<file path="config.mk">
export PLATFORM = sky130hd
export DESIGN_NAME = ram32_bus_arbiter_flat
export DESIGN_NICKNAME = d
export VERILOG_FILES = /design/src/rtl/ram32_arb_pkg.sv /design/src/rtl/ram32_bus_arbiter_if.sv /design/src/rtl/ram32_arb_pick.sv /design/src/rtl/ram32_bus_arbiter.sv /design/src/flat_wrapper.sv
export SDC_FILE = /design/constraint.sdc
export NUM_CORES = 1
export LEC_CHECK = 0
export BUFFER_PORTS_ARGS = -buffer_cell sky130_fd_sc_hd__buf_4
export CAP_MARGIN = 10
export CORE_MARGIN = 2
export CORE_UTILIZATION = 23
export DETAILED_ROUTE_END_ITERATION = 7
export GPL_ROUTABILITY_DRIVEN = 0
export HOLD_SLACK_MARGIN = 0.05
export PLACE_DENSITY = 0.58
export SYNTH_ARGS = -nofsm -noshare
export SYNTH_HDL_FRONTEND = slang
export SYNTH_SLANG_ARGS = --single-unit
</file>
<file path="constraint.sdc">
create_clock -name clk -period 1.4 [get_ports clk]
set_clock_uncertainty 0.05 [all_clocks]
set_input_delay 0.14 -clock clk [delete_from_list [all_inputs] [get_ports clk]]
set_output_delay 0.14 -clock clk [all_outputs]
set_load 0.02 [all_outputs]
</file>
<file path="src/rtl/ram32_arb_pkg.sv">
`default_nettype none
// +----------------------------------------------------------------------------+
// | Module      : ram32_arb_pkg                                                |
// | Description : Shared constants for the RAM32 bus arbiter: sequencer state  |
// |               encoding, owner encoding, default word-address width and a   |
// |               byte-lane helper.                                            |
// | Revision    : 1.0 - initial release                                        |
// +----------------------------------------------------------------------------+
package ram32_arb_pkg;

  // RAM32 macro: 32 words, so 5 word-address bits.
  localparam int DEFAULT_AW = 5;

  // Sequencer states. Kept as plain sized constants so the encoding matches
  // existing netlists and waveform decoders.
  typedef logic [1:0] state_t;
  localparam state_t ST_IDLE   = 2'd0;
  localparam state_t ST_ACCESS = 2'd1;
  localparam state_t ST_RESP   = 2'd2;

  // Owner encoding. It doubles as the bit index into the one-hot grant vector.
  typedef logic [1:0] owner_t;
  localparam owner_t OWN_IBUS = 2'd0;
  localparam owner_t OWN_DBUS = 2'd1;
  localparam owner_t OWN_HOST = 2'd2;

  // Write-enable mask for a single byte lane.
  function automatic logic [3:0] lane_mask(input logic [1:0] idx);
    return 4'b0001 << idx;
  endfunction

endpackage
`default_nettype wire

</file>
<file path="src/rtl/ram32_bus_arbiter_if.sv">
`default_nettype none
// +----------------------------------------------------------------------------+
// | Module      : ram32_bus_arbiter_if                                         |
// | Description : Requester-side buses of the RAM32 arbiter.                   |
// |   ibus : i_ibus_cyc, i_ibus_adr[31:0] -> o_ibus_rdt[31:0], o_ibus_ack      |
// |   dbus : i_dbus_cyc, i_dbus_we, i_dbus_adr[31:0], i_dbus_dat[31:0],        |
// |          i_dbus_sel[3:0]            -> o_dbus_rdt[31:0], o_dbus_ack        |
// |   host : i_host_req, i_host_we, i_host_adr[AW+1:0], i_host_dat[7:0]        |
// |                                     -> o_host_rdt[7:0], o_host_ack         |
// |   Modport master = requesters, modport slave = arbiter.                    |
// | Revision    : 1.0 - initial release                                        |
// +----------------------------------------------------------------------------+
interface ram32_bus_arbiter_if
  import ram32_arb_pkg::*;
#(
  parameter int AW = DEFAULT_AW
) ();

  logic          i_ibus_cyc;
  logic [31:0]   i_ibus_adr;
  logic [31:0]   o_ibus_rdt;
  logic          o_ibus_ack;

  logic          i_dbus_cyc;
  logic          i_dbus_we;
  logic [31:0]   i_dbus_adr;
  logic [31:0]   i_dbus_dat;
  logic [3:0]    i_dbus_sel;
  logic [31:0]   o_dbus_rdt;
  logic          o_dbus_ack;

  logic          i_host_req;
  logic          i_host_we;
  logic [AW+1:0] i_host_adr;
  logic [7:0]    i_host_dat;
  logic [7:0]    o_host_rdt;
  logic          o_host_ack;

  modport master (
    output i_ibus_cyc, i_ibus_adr,
    input  o_ibus_rdt, o_ibus_ack,
    output i_dbus_cyc, i_dbus_we, i_dbus_adr, i_dbus_dat, i_dbus_sel,
    input  o_dbus_rdt, o_dbus_ack,
    output i_host_req, i_host_we, i_host_adr, i_host_dat,
    input  o_host_rdt, o_host_ack
  );

  modport slave (
    input  i_ibus_cyc, i_ibus_adr,
    output o_ibus_rdt, o_ibus_ack,
    input  i_dbus_cyc, i_dbus_we, i_dbus_adr, i_dbus_dat, i_dbus_sel,
    output o_dbus_rdt, o_dbus_ack,
    input  i_host_req, i_host_we, i_host_adr, i_host_dat,
    output o_host_rdt, o_host_ack
  );

endinterface
`default_nettype wire

</file>
<file path="src/rtl/ram32_arb_pick.sv">
`default_nettype none
// +----------------------------------------------------------------------------+
// | Module      : ram32_arb_pick                                               |
// | Description : Combinational grant selection. Fixed priority host > dbus >  |
// |               ibus, except that a host which won the previous grant yields |
// |               to any pending CPU request.                                  |
// |   i_ibus_req, i_dbus_req, i_host_req : pending requests                    |
// |   i_host_last                        : host won the previous grant         |
// |   o_grant[2:0]                       : one-hot, indexed by owner encoding  |
// | Revision    : 1.0 - initial release                                        |
// +----------------------------------------------------------------------------+
module ram32_arb_pick
  import ram32_arb_pkg::*;
(
  input  wire logic       i_ibus_req,
  input  wire logic       i_dbus_req,
  input  wire logic       i_host_req,
  input  wire logic       i_host_last,
  output logic [2:0]      o_grant
);

  logic w_cpu_req;
  logic w_host_win;

  assign w_cpu_req  = i_ibus_req | i_dbus_req;
  // One-shot demotion: after a host grant, the host only wins again if no
  // CPU request is waiting. This keeps a looping host loader from starving SERV.
  assign w_host_win = i_host_req & ~(i_host_last & w_cpu_req);

  always_comb begin
    o_grant = 3'b000;
    if (w_host_win) begin
      o_grant[OWN_HOST] = 1'b1;
    end else if (i_dbus_req) begin
      o_grant[OWN_DBUS] = 1'b1;
    end else if (i_ibus_req) begin
      o_grant[OWN_IBUS] = 1'b1;
    end
  end

endmodule
`default_nettype wire

</file>
<file path="src/rtl/ram32_bus_arbiter.sv">
`default_nettype none
// +----------------------------------------------------------------------------+
// | Module      : ram32_bus_arbiter                                            |
// | Description : Shares one RAM32 macro between the SERV instruction bus, the |
// |               SERV data bus and the byte-wide host port. Every access runs |
// |               IDLE -> ACCESS -> RESP; host bytes are steered onto lanes.   |
// |   clk, rst_n       : clock, synchronous active-low reset                   |
// |   bus (slave)      : ibus / dbus / host requester buses                    |
// |   o_ram_en         : RAM EN0, high only in ACCESS                          |
// |   o_ram_a[AW-1:0]  : RAM A0                                                |
// |   o_ram_we[3:0]    : RAM WE0 byte enables                                  |
// |   o_ram_di[31:0]   : RAM Di0                                               |
// |   i_ram_do[31:0]   : RAM Do0, valid in RESP                                |
// | Revision    : 1.0 - initial release                                        |
// +----------------------------------------------------------------------------+
module ram32_bus_arbiter
  import ram32_arb_pkg::*;
#(
  parameter int AW = DEFAULT_AW
) (
  input  wire logic          clk,
  input  wire logic          rst_n,
  ram32_bus_arbiter_if.slave bus,
  output logic               o_ram_en,
  output logic [AW-1:0]      o_ram_a,
  output logic [3:0]         o_ram_we,
  output logic [31:0]        o_ram_di,
  input  wire logic [31:0]   i_ram_do
);

  state_t        r_state;
  owner_t        r_owner;
  logic [AW-1:0] r_adr;
  logic [31:0]   r_dat;
  logic [3:0]    r_mask;
  logic [1:0]    r_idx;
  logic          r_host_last;

  logic [2:0]    w_grant;
  logic          w_access;
  logic          w_resp;
  logic          w_ibus_ack;
  logic          w_dbus_ack;
  logic          w_host_ack;

  // Only [AW+1:2] of the CPU byte addresses select a word; the rest alias.
  logic          w_unused_adr_bits;
  assign w_unused_adr_bits = ^{bus.i_ibus_adr[31:AW+2], bus.i_ibus_adr[1:0],
                               bus.i_dbus_adr[31:AW+2], bus.i_dbus_adr[1:0]};

  ram32_arb_pick u_pick (
    .i_ibus_req  (bus.i_ibus_cyc),
    .i_dbus_req  (bus.i_dbus_cyc),
    .i_host_req  (bus.i_host_req),
    .i_host_last (r_host_last),
    .o_grant     (w_grant)
  );

  always_ff @(posedge clk) begin
    if (!rst_n) begin
      r_state     <= ST_IDLE;
      r_owner     <= OWN_IBUS;
      r_adr       <= '0;
      r_dat       <= 32'd0;
      r_mask      <= 4'b0000;
      r_idx       <= 2'd0;
      r_host_last <= 1'b0;
    end else begin
      case (r_state)
        ST_IDLE: begin
          if (w_grant != 3'b000) begin
            r_state     <= ST_ACCESS;
            r_host_last <= w_grant[OWN_HOST];
            if (w_grant[OWN_HOST]) begin
              r_owner <= OWN_HOST;
              r_adr   <= bus.i_host_adr[AW+1:2];
              r_idx   <= bus.i_host_adr[1:0];
              r_dat   <= 32'(bus.i_host_dat) << {bus.i_host_adr[1:0], 3'b000};
              r_mask  <= bus.i_host_we ? lane_mask(bus.i_host_adr[1:0]) : 4'b0000;
            end else if (w_grant[OWN_DBUS]) begin
              r_owner <= OWN_DBUS;
              r_adr   <= bus.i_dbus_adr[AW+1:2];
              r_idx   <= 2'd0;
              r_dat   <= bus.i_dbus_dat;
              // A write with sel=0 still runs the full sequence and acks.
              r_mask  <= bus.i_dbus_we ? bus.i_dbus_sel : 4'b0000;
            end else begin
              r_owner <= OWN_IBUS;
              r_adr   <= bus.i_ibus_adr[AW+1:2];
              r_idx   <= 2'd0;
              r_dat   <= 32'd0;
              r_mask  <= 4'b0000;
            end
          end
        end
        ST_ACCESS: r_state <= ST_RESP;
        ST_RESP:   r_state <= ST_IDLE;
        default:   r_state <= ST_IDLE;
      endcase
    end
  end

  // Qualify with rst_n so that a reset landing in ACCESS cannot commit a write
  // and a reset landing in RESP cannot leak an ack.
  assign w_access = rst_n && (r_state == ST_ACCESS);
  assign w_resp   = rst_n && (r_state == ST_RESP);

  assign o_ram_en = w_access;
  assign o_ram_we = w_access ? r_mask : 4'b0000;
  assign o_ram_a  = w_access ? r_adr  : '0;
  assign o_ram_di = w_access ? r_dat  : 32'd0;

  assign w_ibus_ack = w_resp && (r_owner == OWN_IBUS);
  assign w_dbus_ack = w_resp && (r_owner == OWN_DBUS);
  assign w_host_ack = w_resp && (r_owner == OWN_HOST);

  assign bus.o_ibus_ack = w_ibus_ack;
  assign bus.o_dbus_ack = w_dbus_ack;
  assign bus.o_host_ack = w_host_ack;

  // Read data is a straight gated path from the macro output.
  assign bus.o_ibus_rdt = w_ibus_ack ? i_ram_do : 32'd0;
  assign bus.o_dbus_rdt = w_dbus_ack ? i_ram_do : 32'd0;
  assign bus.o_host_rdt = w_host_ack ? i_ram_do[{r_idx, 3'b000} +: 8] : 8'h00;

endmodule
`default_nettype wire

</file>
<file path="src/flat_wrapper.sv">
// flat-port wrapper written by rule: the top's interface ports become plain ports
module ram32_bus_arbiter_flat import ram32_arb_pkg::*;
#(
  parameter int AW = DEFAULT_AW
)
  (clk, rst_n, o_ram_en, o_ram_a, o_ram_we, o_ram_di, i_ram_do, bus_i_ibus_cyc, bus_i_ibus_adr, bus_o_ibus_rdt, bus_o_ibus_ack, bus_i_dbus_cyc, bus_i_dbus_we, bus_i_dbus_adr, bus_i_dbus_dat, bus_i_dbus_sel, bus_o_dbus_rdt, bus_o_dbus_ack, bus_i_host_req, bus_i_host_we, bus_i_host_adr, bus_i_host_dat, bus_o_host_rdt, bus_o_host_ack);
  ram32_bus_arbiter_if #(.AW(AW)) bus_i ();
  input  wire logic clk;
  input  wire logic rst_n;
  output logic o_ram_en;
  output logic [AW-1:0] o_ram_a;
  output logic [3:0] o_ram_we;
  output logic [31:0] o_ram_di;
  input  wire logic [31:0] i_ram_do;
  input wire logic [$bits(bus_i.i_ibus_cyc)-1:0] bus_i_ibus_cyc;
  input wire logic [$bits(bus_i.i_ibus_adr)-1:0] bus_i_ibus_adr;
  output wire logic [$bits(bus_i.o_ibus_rdt)-1:0] bus_o_ibus_rdt;
  output wire logic [$bits(bus_i.o_ibus_ack)-1:0] bus_o_ibus_ack;
  input wire logic [$bits(bus_i.i_dbus_cyc)-1:0] bus_i_dbus_cyc;
  input wire logic [$bits(bus_i.i_dbus_we)-1:0] bus_i_dbus_we;
  input wire logic [$bits(bus_i.i_dbus_adr)-1:0] bus_i_dbus_adr;
  input wire logic [$bits(bus_i.i_dbus_dat)-1:0] bus_i_dbus_dat;
  input wire logic [$bits(bus_i.i_dbus_sel)-1:0] bus_i_dbus_sel;
  output wire logic [$bits(bus_i.o_dbus_rdt)-1:0] bus_o_dbus_rdt;
  output wire logic [$bits(bus_i.o_dbus_ack)-1:0] bus_o_dbus_ack;
  input wire logic [$bits(bus_i.i_host_req)-1:0] bus_i_host_req;
  input wire logic [$bits(bus_i.i_host_we)-1:0] bus_i_host_we;
  input wire logic [$bits(bus_i.i_host_adr)-1:0] bus_i_host_adr;
  input wire logic [$bits(bus_i.i_host_dat)-1:0] bus_i_host_dat;
  output wire logic [$bits(bus_i.o_host_rdt)-1:0] bus_o_host_rdt;
  output wire logic [$bits(bus_i.o_host_ack)-1:0] bus_o_host_ack;
  assign bus_i.i_ibus_cyc = bus_i_ibus_cyc;
  assign bus_i.i_ibus_adr = bus_i_ibus_adr;
  assign bus_o_ibus_rdt = bus_i.o_ibus_rdt;
  assign bus_o_ibus_ack = bus_i.o_ibus_ack;
  assign bus_i.i_dbus_cyc = bus_i_dbus_cyc;
  assign bus_i.i_dbus_we = bus_i_dbus_we;
  assign bus_i.i_dbus_adr = bus_i_dbus_adr;
  assign bus_i.i_dbus_dat = bus_i_dbus_dat;
  assign bus_i.i_dbus_sel = bus_i_dbus_sel;
  assign bus_o_dbus_rdt = bus_i.o_dbus_rdt;
  assign bus_o_dbus_ack = bus_i.o_dbus_ack;
  assign bus_i.i_host_req = bus_i_host_req;
  assign bus_i.i_host_we = bus_i_host_we;
  assign bus_i.i_host_adr = bus_i_host_adr;
  assign bus_i.i_host_dat = bus_i_host_dat;
  assign bus_o_host_rdt = bus_i.o_host_rdt;
  assign bus_o_host_ack = bus_i.o_host_ack;
  ram32_bus_arbiter #(.AW(AW)) u_core (.clk(clk), .rst_n(rst_n), .bus(bus_i), .o_ram_en(o_ram_en), .o_ram_a(o_ram_a), .o_ram_we(o_ram_we), .o_ram_di(o_ram_di), .i_ram_do(i_ram_do));
endmodule
</file>
==> results of run 1 <==
critical path, delay by kind of cell (launching register included):
family / cells / cell delay [ns]
flops: 1 / 0.36
buf+inv: 2 / 0.26
mux: 1 / 0.53
simple gates: 1 / 0.15
timing repair:
action | in CTS | in global routing
cloned | 6 | 5
endpoints found under the hold margin | 0 | 0
pin swaps | 11 | 24
endpoints found under the setup margin | 154 | 163
setup buffers | 9 | 6
gates resized for setup | 125 | 53
path summary, 6_finish.rpt:
path | from | end | slack (ns) | depth (start not counted)
worst max-delay path | u_core.r_idx[0] | bus_o_host_rdt[5] | -0.38 | 4
worst min-delay path | bus_i_dbus_dat[6] | u_core.r_dat[6] | 0.05 | 3
worst min register to register | u_core.r_adr[0] | u_core.r_adr[0] | 0.41 | 1
worst max register to register | u_core.r_state[0] | u_core.r_dat[2] | -0.20 | 6
routing by layer:
layer | part of all wire | wire, microns
met2 | 0.53 | 8380
met5 | 0 | 0
met3 | 0.074 | 1170
met4 | 0.032 | 505
met1 | 0.37 | 5800
flip-flops by register name, indices dropped and copies added, names as in the netlist:
signal,count
u_core.r_adr,5
u_core.r_dat,32
u_core.r_host_last,1
u_core.r_idx,2
u_core.r_mask,4
u_core.r_owner,1
u_core.r_state,2
cells in the mapped netlist, drive strengths merged (4+ instances only):
library cell,count
a21oi,6
and2,82
buf,24
clkbuf,15
dfxtp,47
inv,38
mux4,8
nand2,5
nand3,6
nand3b,4
nand4,40
nor2,4
nor2b,12
nor3,27
o211ai,10
o21ai,5
o221ai,34
cell families after synthesis:
| group | Yosys count | synth area share |
|---|---|---|
| compound gates | 66 | 0.167 |
| buf+inv | 77 | 0.110 |
| flops | 47 | 0.286 |
| mux | 10 | 0.0609 |
| simple gates | 193 | 0.376 |
area by class of cell:
type	count	area [sq um]	share of cell area
Clock inverter	2	16.3	0.00240
Tap cell	180	225	0.0332
Multi-Input combinational cell	269	2530	0.374
Sequential cell	47	955	0.141
Inverter	38	150	0.0221
Clock buffer	6	139	0.0205
Antenna cell	2	5.00	0.000738
Timing Repair Buffer	277	2760	0.407
power by group:
part / switching [mW] / total, mW / internal (mW)
logic: 0.730 / 1.50 / 0.773
clock network: 0.561 / 1.28 / 0.715
registers: 0.0550 / 1.49 / 1.43
total: 1.35 / 4.27 / 2.92
metrics by stage:
stage               std cells  TNS (ns)
finish                    821    -39.92
global route              821    -48.40
global placement          788     -9.01
detailed placement        788    -11.30
floorplan                 393     -5.92
CTS                       811    -42.91
==> impl_metrics.env, run 1 <==
export IMPL_status="finished with violations"
export IMPL_failed_checks="setup timing"
export IMPL_clock_path_buffers=2
export IMPL_power_total_mw=4.27
export IMPL_grt_usage=0.188
export IMPL_timing_hold_violations_final=0
export IMPL_start_util=0.236
export IMPL_use_met3=0.0327
export IMPL_synth_nets=547
export IMPL_numCtsBuffers=5
export IMPL_synthArstFlopShare=0
export IMPL_path_class="reg2out"
export IMPL_core_area_sq_um=13900
export IMPL_worstPathRequired_ns=1.21
export IMPL_nets=792
export IMPL_ctsHoldBuffers=0
export IMPL_p_leak_nw=2.90
export IMPL_p_per_area_nw_per_um2=630
export IMPL_postPlaceCellArea_sq_um=5630
export IMPL_via_per_inst=5.11
export IMPL_dp_hpwl_mm=11.1
export IMPL_seq_area_frac_synth=0.286
export IMPL_finalWorstSetupSlack_ns=-0.381
export IMPL_hold_path_class="in2reg"
export IMPL_drt_iter0_drc=239
export IMPL_slowest_stage="mux4_2"
export IMPL_syn_avg_cell_area_sq_um=8.37
export IMPL_drive_above_1_share=0.682
export IMPL_rsz0062_at_grt="yes"
export IMPL_final_common_cell="buf_4"
export IMPL_hold_ws_ns=0.0463
export IMPL_grt_pass1_wl_mm=22.3
export IMPL_synth_cell_type_count=47
export IMPL_crit_path_end_kind="output port"
export IMPL_drv_slew=0
export IMPL_final_util=0.487
export IMPL_final_cell_mix="161 x buf_4, 93 x buf_6, 54 x and2_4"
export IMPL_slew_headroom=0.792
export IMPL_root_buffer="clkbuf_16"
export IMPL_antenna_found_initial=2
export IMPL_synthCells=393
export IMPL_synth_area_sq_um=3290
export IMPL_place_ws_ns=-0.158
export IMPL_ys_top_cells_by_area="dfxtp_1 29%, and2_1 16%, o221ai_1 9.1%, nand4_1 7.4%, mux4_2 5.5%"
export IMPL_synth_seq_cells=47
export IMPL_peakVddDrop_v=0.000459
export IMPL_yosysTopAreaCell="dfxtp_1"
export IMPL_period_needed_ns=1.78
export IMPL_setup_viol=159
export IMPL_gr_usage_met1=0.202
export IMPL_crit_chain="buf_12, mux4_2, nor2b_4, buf_6"
export IMPL_cts_tree="built"
export IMPL_fillers=1229
export IMPL_wl_mm=15.9
export IMPL_num_vias=4194
export IMPL_grt_pass1_vias=4113
export IMPL_cp_max_fo=8
export IMPL_routedWlPerCell_microns=19.3
export IMPL_overflow=0
export IMPL_worst_pin_slew_ns=0.311
export IMPL_cts_sinks=47
export IMPL_met2_usage=0.361
export IMPL_synth_top_area_share=0.286
export IMPL_grt_max_degree=33
export IMPL_insertion_delay_ns=0.29
export IMPL_fmax_mhz=562
export IMPL_ant_nets=0
export IMPL_finalInstanceArea_sq_um=6780
export IMPL_num_rows=43
export IMPL_clkSlewWorstSetupHoldPaths_ns=0.07
export IMPL_top_usage_layer="met2"
export IMPL_yosysWarnings=0
export IMPL_htreeDepth=2
export IMPL_drt_pass1_iterations=4
export IMPL_io_buffers=216
export IMPL_synth_edf_count=0
export IMPL_maxCapViolations=0
export IMPL_chipHeight_microns=124
export IMPL_dieArea_sq_um=15300
export IMPL_worst_setup_path_start_kind="flop"
export IMPL_cp_arrival_ns=1.59
export IMPL_io_pins=271
export IMPL_area_growth_pct=106
export IMPL_fin_crit_sh=1.27
export IMPL_die_x_microns=124
export IMPL_synth_ff_type="dfxtp_1"
export IMPL_drc=0
export IMPL_slowest_delay_ns=0.53
Power figures use the tool's default switching activity.
==> run 2, diff against run 1 <==
--- a/config.mk
+++ b/config.mk
@@ -12,7 +12,7 @@
 export DETAILED_ROUTE_END_ITERATION = 7
 export GPL_ROUTABILITY_DRIVEN = 0
 export HOLD_SLACK_MARGIN = 0.05
-export PLACE_DENSITY = 0.58
+export PLACE_DENSITY_LB_ADDON = 0.08
 export SYNTH_ARGS = -nofsm -noshare
 export SYNTH_HDL_FRONTEND = slang
 export SYNTH_SLANG_ARGS = --single-unit
==> impl_metrics.env, run 2 (synthesized netlist as in run 1, its figures left out) <==
export IMPL_num_vias=4160
export IMPL_path_class="reg2out"
export IMPL_overflow=0
export IMPL_dp_hpwl_mm=10.6
export IMPL_failed_checks="setup timing"
export IMPL_place_ws_ns=-0.212
export IMPL_top_register="u_core.r_dat"
export IMPL_clock_path_buffers=2
export IMPL_chipHeight_microns=124
export IMPL_period_needed_ns=1.79
export IMPL_ctsHoldBuffers=0
export IMPL_root_buffer="clkbuf_16"
export IMPL_clkSlewWorstSetupHoldPaths_ns=0.07
export IMPL_drt_iter0_drc=147
export IMPL_cts_sinks=47
export IMPL_io_pins=271
export IMPL_peakVddDrop_v=0.000480
export IMPL_drt_pass1_iterations=5
export IMPL_multi_input_area_sq_um=2790
export IMPL_crit_path_end_kind="output port"
export IMPL_fmax_mhz=560
export IMPL_dieArea_sq_um=15300
export IMPL_power_total_mw=4.36
export IMPL_final_common_cell="buf_4"
export IMPL_cp_max_fo=8
export IMPL_start_util=0.236
export IMPL_ff_latch_area_sq_um=947
export IMPL_setup_tns_ns=-47.38
export IMPL_drc=0
export IMPL_grt_usage=0.187
export IMPL_routedWlPerCell_microns=18.5
export IMPL_io_buffers=216
export IMPL_rsz0062_at_grt="yes"
export IMPL_grt_pass1_wl_mm=22.0
export IMPL_hold_path_class="in2reg"
export IMPL_p_leak_nw=3.05
export IMPL_slowest_stage="dfxtp_4"
export IMPL_core_area_sq_um=13900
export IMPL_slowest_delay_ns=0.35
export IMPL_drv_slew=0
export IMPL_fin_crit_sh=1.28
export IMPL_num_rows=43
export IMPL_status="finished with violations"
export IMPL_worst_setup_path_start_kind="flop"
export IMPL_p_per_area_nw_per_um2=603
export IMPL_cts_tree="built"
export IMPL_worst_pin_slew_ns=0.522
export IMPL_maxCapViolations=0
export IMPL_crit_chain="nand3b_1, nor3b_4, buf_6, buf_8, and2_4, buf_6"
export IMPL_finalWorstSetupSlack_ns=-0.387
export IMPL_htreeDepth=2
export IMPL_drive_above_1_share=0.729
export IMPL_area_growth_pct=120
export IMPL_fillers=1283
export IMPL_setup_viol=163
export IMPL_final_util=0.518
export IMPL_grt_max_degree=34
export IMPL_wl_mm=15.3
export IMPL_path_buf_inv=3
export IMPL_largest_reg_flops=32
export IMPL_ant_nets=0
export IMPL_reg_top3="u_core.r_dat x32, u_core.r_adr x5, u_core.r_mask x4"
export IMPL_hold_ws_ns=0.0558
export IMPL_crit_path_frequent_cell="buf_6"
export IMPL_final_cell_mix="142 x buf_4, 118 x buf_6, 65 x and2_4"
export IMPL_nets=803
export IMPL_timing_hold_violations_final=0
export IMPL_via_per_inst=5.02
export IMPL_numCtsBuffers=5
export IMPL_cp_arrival_ns=1.60
export IMPL_diodes=0
export IMPL_crit_family="simple AND/OR/NAND/NOR gates"
export IMPL_slew_headroom=0.652
export IMPL_antenna_found_initial=0
export IMPL_worstPathRequired_ns=1.21
export IMPL_grt_pass1_vias=4104
export IMPL_die_x_microns=124
export IMPL_insertion_delay_ns=0.29
==> run 2: cell types whose count changed in the layout (fill, tap and decap cells not counted), sizes merged <==
cell and delta:
buf +12, clkbuf -2, clkinvlp -1, diode -2, inv +1
==> run 2: path summary, 6_finish.rpt <==
| check | startpoint | end | slack, ns | cells after the start |
|---|---|---|---|---|
| setup / recovery | u_core.r_state[0] | bus_o_dbus_rdt[15] | -0.39 | 6 |
| hold reg to reg | u_core.r_adr[4] | u_core.r_adr[4] | 0.42 | 1 |
| hold / removal | bus_i_dbus_dat[29] | u_core.r_dat[29] | 0.06 | 3 |
| setup reg to reg | u_core.r_state[0] | u_core.r_mask[0] | -0.34 | 7 |
==> run 2: routing by layer <==
metal / track usage / routed length (microns)
met2: 0.341 / 8080
met5: 0 / 0
met3: 0.0327 / 968
met4: 0.0497 / 264
met1: 0.224 / 6010
==> run 2: worst register-to-register path, stage by stage (launching register included) <==
cell and delay, ns:
dfxtp_4 0.35, buf_4 0.13, buf_8 0.13, or2_4 0.24, buf_6 0.13, bufbuf_16 0.26, o211ai_1 0.22, o221ai_2 0.13
==> run 2: power by group <==
| part | internal, mW | switching (mW) |
|---|---|---|
| registers | 1.44 | 0.0480 |
| logic | 0.871 | 0.804 |
| clock network | 0.653 | 0.544 |
| total | 2.96 | 1.40 |
==> run 2: metrics by stage <==
step,std cells,cell area [sq um]
finish,829,7220
global placement,794,5660
CTS,824,6880
global route,829,7220
floorplan,393,3580
detailed placement,794,5660
==> run 2: repair_timing <==
| action | 4_1_cts | 5_1_grt |
|---|---|---|
| gates cloned | 10 | 4 |
| buffers inserted | 13 | 9 |
| endpoints found under the setup margin | 155 | 163 |
| pin swaps | 40 | 35 |
| resized for setup | 169 | 90 |
| hold endpoints to repair | 0 | 0 |
==> run 2: area by class of cell <==
type | count | area share
flip-flops and latches | 47 | 0.131
well taps | 180 | 0.0312
multi-input cells | 269 | 0.386
repair buffers | 288 | 0.412
clock inverters | 2 | 0.00191
inverters | 38 | 0.0201
clock buffers | 5 | 0.0173
==> run 3, diff against run 2 <==
--- a/config.mk
+++ b/config.mk
@@ -11,6 +11,7 @@
 export CORE_UTILIZATION = 23
 export DETAILED_ROUTE_END_ITERATION = 7
 export GPL_ROUTABILITY_DRIVEN = 0
+export GPL_TIMING_DRIVEN = 0
 export HOLD_SLACK_MARGIN = 0.05
 export PLACE_DENSITY_LB_ADDON = 0.08
 export SYNTH_ARGS = -nofsm -noshare
==> impl_metrics.env, run 3 (synthesized netlist as in run 1, its figures left out) <==
export IMPL_cp_arrival_ns=1.64
export IMPL_postPlaceCellArea_sq_um=5410
export IMPL_reg2reg_slack_ns=-0.36
export IMPL_top_register="u_core.r_dat"
export IMPL_p_int_mw=3.00
export IMPL_grt_usage=0.211
export IMPL_final_common_cell="buf_4"
export IMPL_ant_nets=0
export IMPL_critPathCapture="bus_o_ibus_rdt[28]"
export IMPL_drc=0
export IMPL_worst_pin_slew_ns=0.564
export IMPL_insertion_delay_ns=0.29
export IMPL_io_pins=271
export IMPL_p_seq_frac=0.336
export IMPL_drt_iter0_drc=160
export IMPL_core_area_sq_um=13900
export IMPL_drt_pass1_iterations=4
export IMPL_nets=823
export IMPL_clkSlewWorstSetupHoldPaths_ns=0.07
export IMPL_path_depth=5
export IMPL_worst_setup_path_start_kind="flop"
export IMPL_r2r_end="u_core.r_dat[14]"
export IMPL_finalWorstSetupSlack_ns=-0.427
export IMPL_cts_sinks=47
export IMPL_reg2regPathDepth=8
export IMPL_crit_family="simple AND/OR/NAND/NOR gates"
export IMPL_num_vias=4305
export IMPL_clkPwrFrac=0.292
export IMPL_wl_mm=16.9
export IMPL_antenna_found_initial=0
export IMPL_slowest_delay_ns=0.36
export IMPL_diodes=0
export IMPL_area_growth_pct=123
export IMPL_drv_slew=0
export IMPL_peakVddDrop_v=0.000465
export IMPL_path_class="reg2out"
export IMPL_final_cell_mix="137 x buf_4, 121 x buf_6, 73 x and2_4"
export IMPL_htreeDepth=2
export IMPL_slowest_stage="and3b_4"
export IMPL_drive_above_1_share=0.722
export IMPL_overflow=0
export IMPL_finalInstanceArea_sq_um=7330
export IMPL_setup_viol=162
export IMPL_worstPathRequired_ns=1.21
export IMPL_timing_hold_violations_final=0
export IMPL_p_switching_mw=1.45
export IMPL_chipHeight_microns=124
export IMPL_fmax_mhz=547
export IMPL_p_per_area_nw_per_um2=607
export IMPL_die_x_microns=124
export IMPL_io_buffers=214
export IMPL_period_needed_ns=1.83
export IMPL_grt_pass1_vias=4283
export IMPL_grt_max_degree=16
export IMPL_clock_path_buffers=2
export IMPL_crit_chain="nor3b_4, and3b_4, clkbuf_16, and2_4, buf_6"
export IMPL_setup_tns_ns=-55.21
export IMPL_via_per_inst=5.06
export IMPL_dp_hpwl_mm=11.7
export IMPL_crit_path_end_kind="output port"
export IMPL_largest_reg_flops=32
export IMPL_grt_pass1_wl_mm=24.3
export IMPL_hold_path_class="in2reg"
export IMPL_fin_crit_sh=1.31
export IMPL_cp_max_fo=8
export IMPL_startpoint="u_core.r_state[0]"
export IMPL_maxCapViolations=0
export IMPL_routedWlPerCell_microns=19.9
export IMPL_p_comb_frac=0.371
export IMPL_dieArea_sq_um=15300
export IMPL_switching_share=0.326
export IMPL_path_buf_inv=2
export IMPL_start_util=0.236
export IMPL_numCtsBuffers=5
export IMPL_failed_checks="setup timing"
export IMPL_slew_headroom=0.624
export IMPL_reg_top3="u_core.r_dat x32, u_core.r_adr x5, u_core.r_mask x4"
export IMPL_root_buffer="clkbuf_16"
export IMPL_place_ws_ns=-0.699
export IMPL_r2r_start="u_core.r_state[0]"
export IMPL_status="finished with violations"
export IMPL_rsz0062_at_grt="yes"
export IMPL_p_leak_nw=3.14
export IMPL_cts_tree="built"
export IMPL_num_rows=43
==> run 3: changes by cell type in the layout (fill, tap and decap cells not counted), moves of 6 or more <==
cell,change
nor3_4,-6
buf_12,-10
and2_4,+8
buf_8,+8
and2_2,-8
nor3_2,+6
buf_2,+8
==> run 3: per-stage QoR <==
step / hold WS (ns) / cells / util / power (mW)
6_report: 0.0493 / 850 / 0.526 / 4.45
5_1_grt: 0.0589 / 850 / 0.526 / 4.61
4_1_cts: 0.0504 / 842 / 0.510 / 4.39
3_5_place_dp: 0.363 / 787 / 0.389 / 2.63
3_3_place_gp: 0.355 / 787 / 0.389 / 2.61
2_1_floorplan: 0.255 / 393 / - / 2.12
==> run 3: per-layer routing <==
metal,wire length [microns],up-vias,global-route usage
met3,1020,22,0.0268
met4,390,0,0.0646
met1,6560,2101,0.247
met2,8910,177,0.396
li1,-,2005,-
met5,0,-,0
==> run 3: worst min-delay path by stage <==
stage	cells past startpoint	slack, ns	from	endpoint
2_1_floorplan	2	0.25	bus_i_host_adr[0]	u_core.r_idx[0]
3_3_place_gp	3	0.35	bus_i_dbus_dat[2]	u_core.r_dat[2]
3_5_place_dp	3	0.36	bus_i_dbus_dat[27]	u_core.r_dat[27]
4_1_cts	3	0.05	bus_i_dbus_dat[20]	u_core.r_dat[20]
5_1_grt	3	0.06	bus_i_dbus_dat[23]	u_core.r_dat[23]
6_report	3	0.05	bus_i_dbus_dat[27]	u_core.r_dat[27]
==> run 3: worst register-to-register path, cell delays in order (launching register included) <==
cell and delay [ns]:
dfxtp_2 0.35, buf_12 0.13, buf_6 0.11, or2_1 0.23, buf_6 0.13, o21ai_4 0.26, buf_6 0.16, buf_8 0.12
o221ai_2 0.11
==> run 3: timing repair <==
| action | CTS | global route |
|---|---|---|
| pin swaps | 30 | 18 |
| gates resized for setup | 248 | 42 |
| setup buffers | 36 | 5 |
| hold buffers | 0 | 1 |
| endpoints found under the hold margin | 0 | 1 |
| cloned | 12 | 3 |
| endpoints found under the setup margin | 159 | 163 |
==> run 3: area by class of cell <==
type / count / area, sq um
Fill cell: 1268 / 6610
Multi-Input combinational cell: 270 / 2760
Timing Repair Buffer: 270 / 2690
Sequential cell: 47 / 950
Buffer: 37 / 407
Tap cell: 180 / 225
Inverter: 38 / 145
Clock buffer: 6 / 139
Clock inverter: 2 / 16.3
==> run 3: power by group through the flow <==
stage	clock network, mW	registers (mW)	logic (mW)
floorplan	0	1.49	0.632
global placement	0	1.50	1.11
detailed placement	0	1.50	1.13
CTS	1.31	1.49	1.59
global route	1.35	1.51	1.75
finish	1.30	1.50	1.65
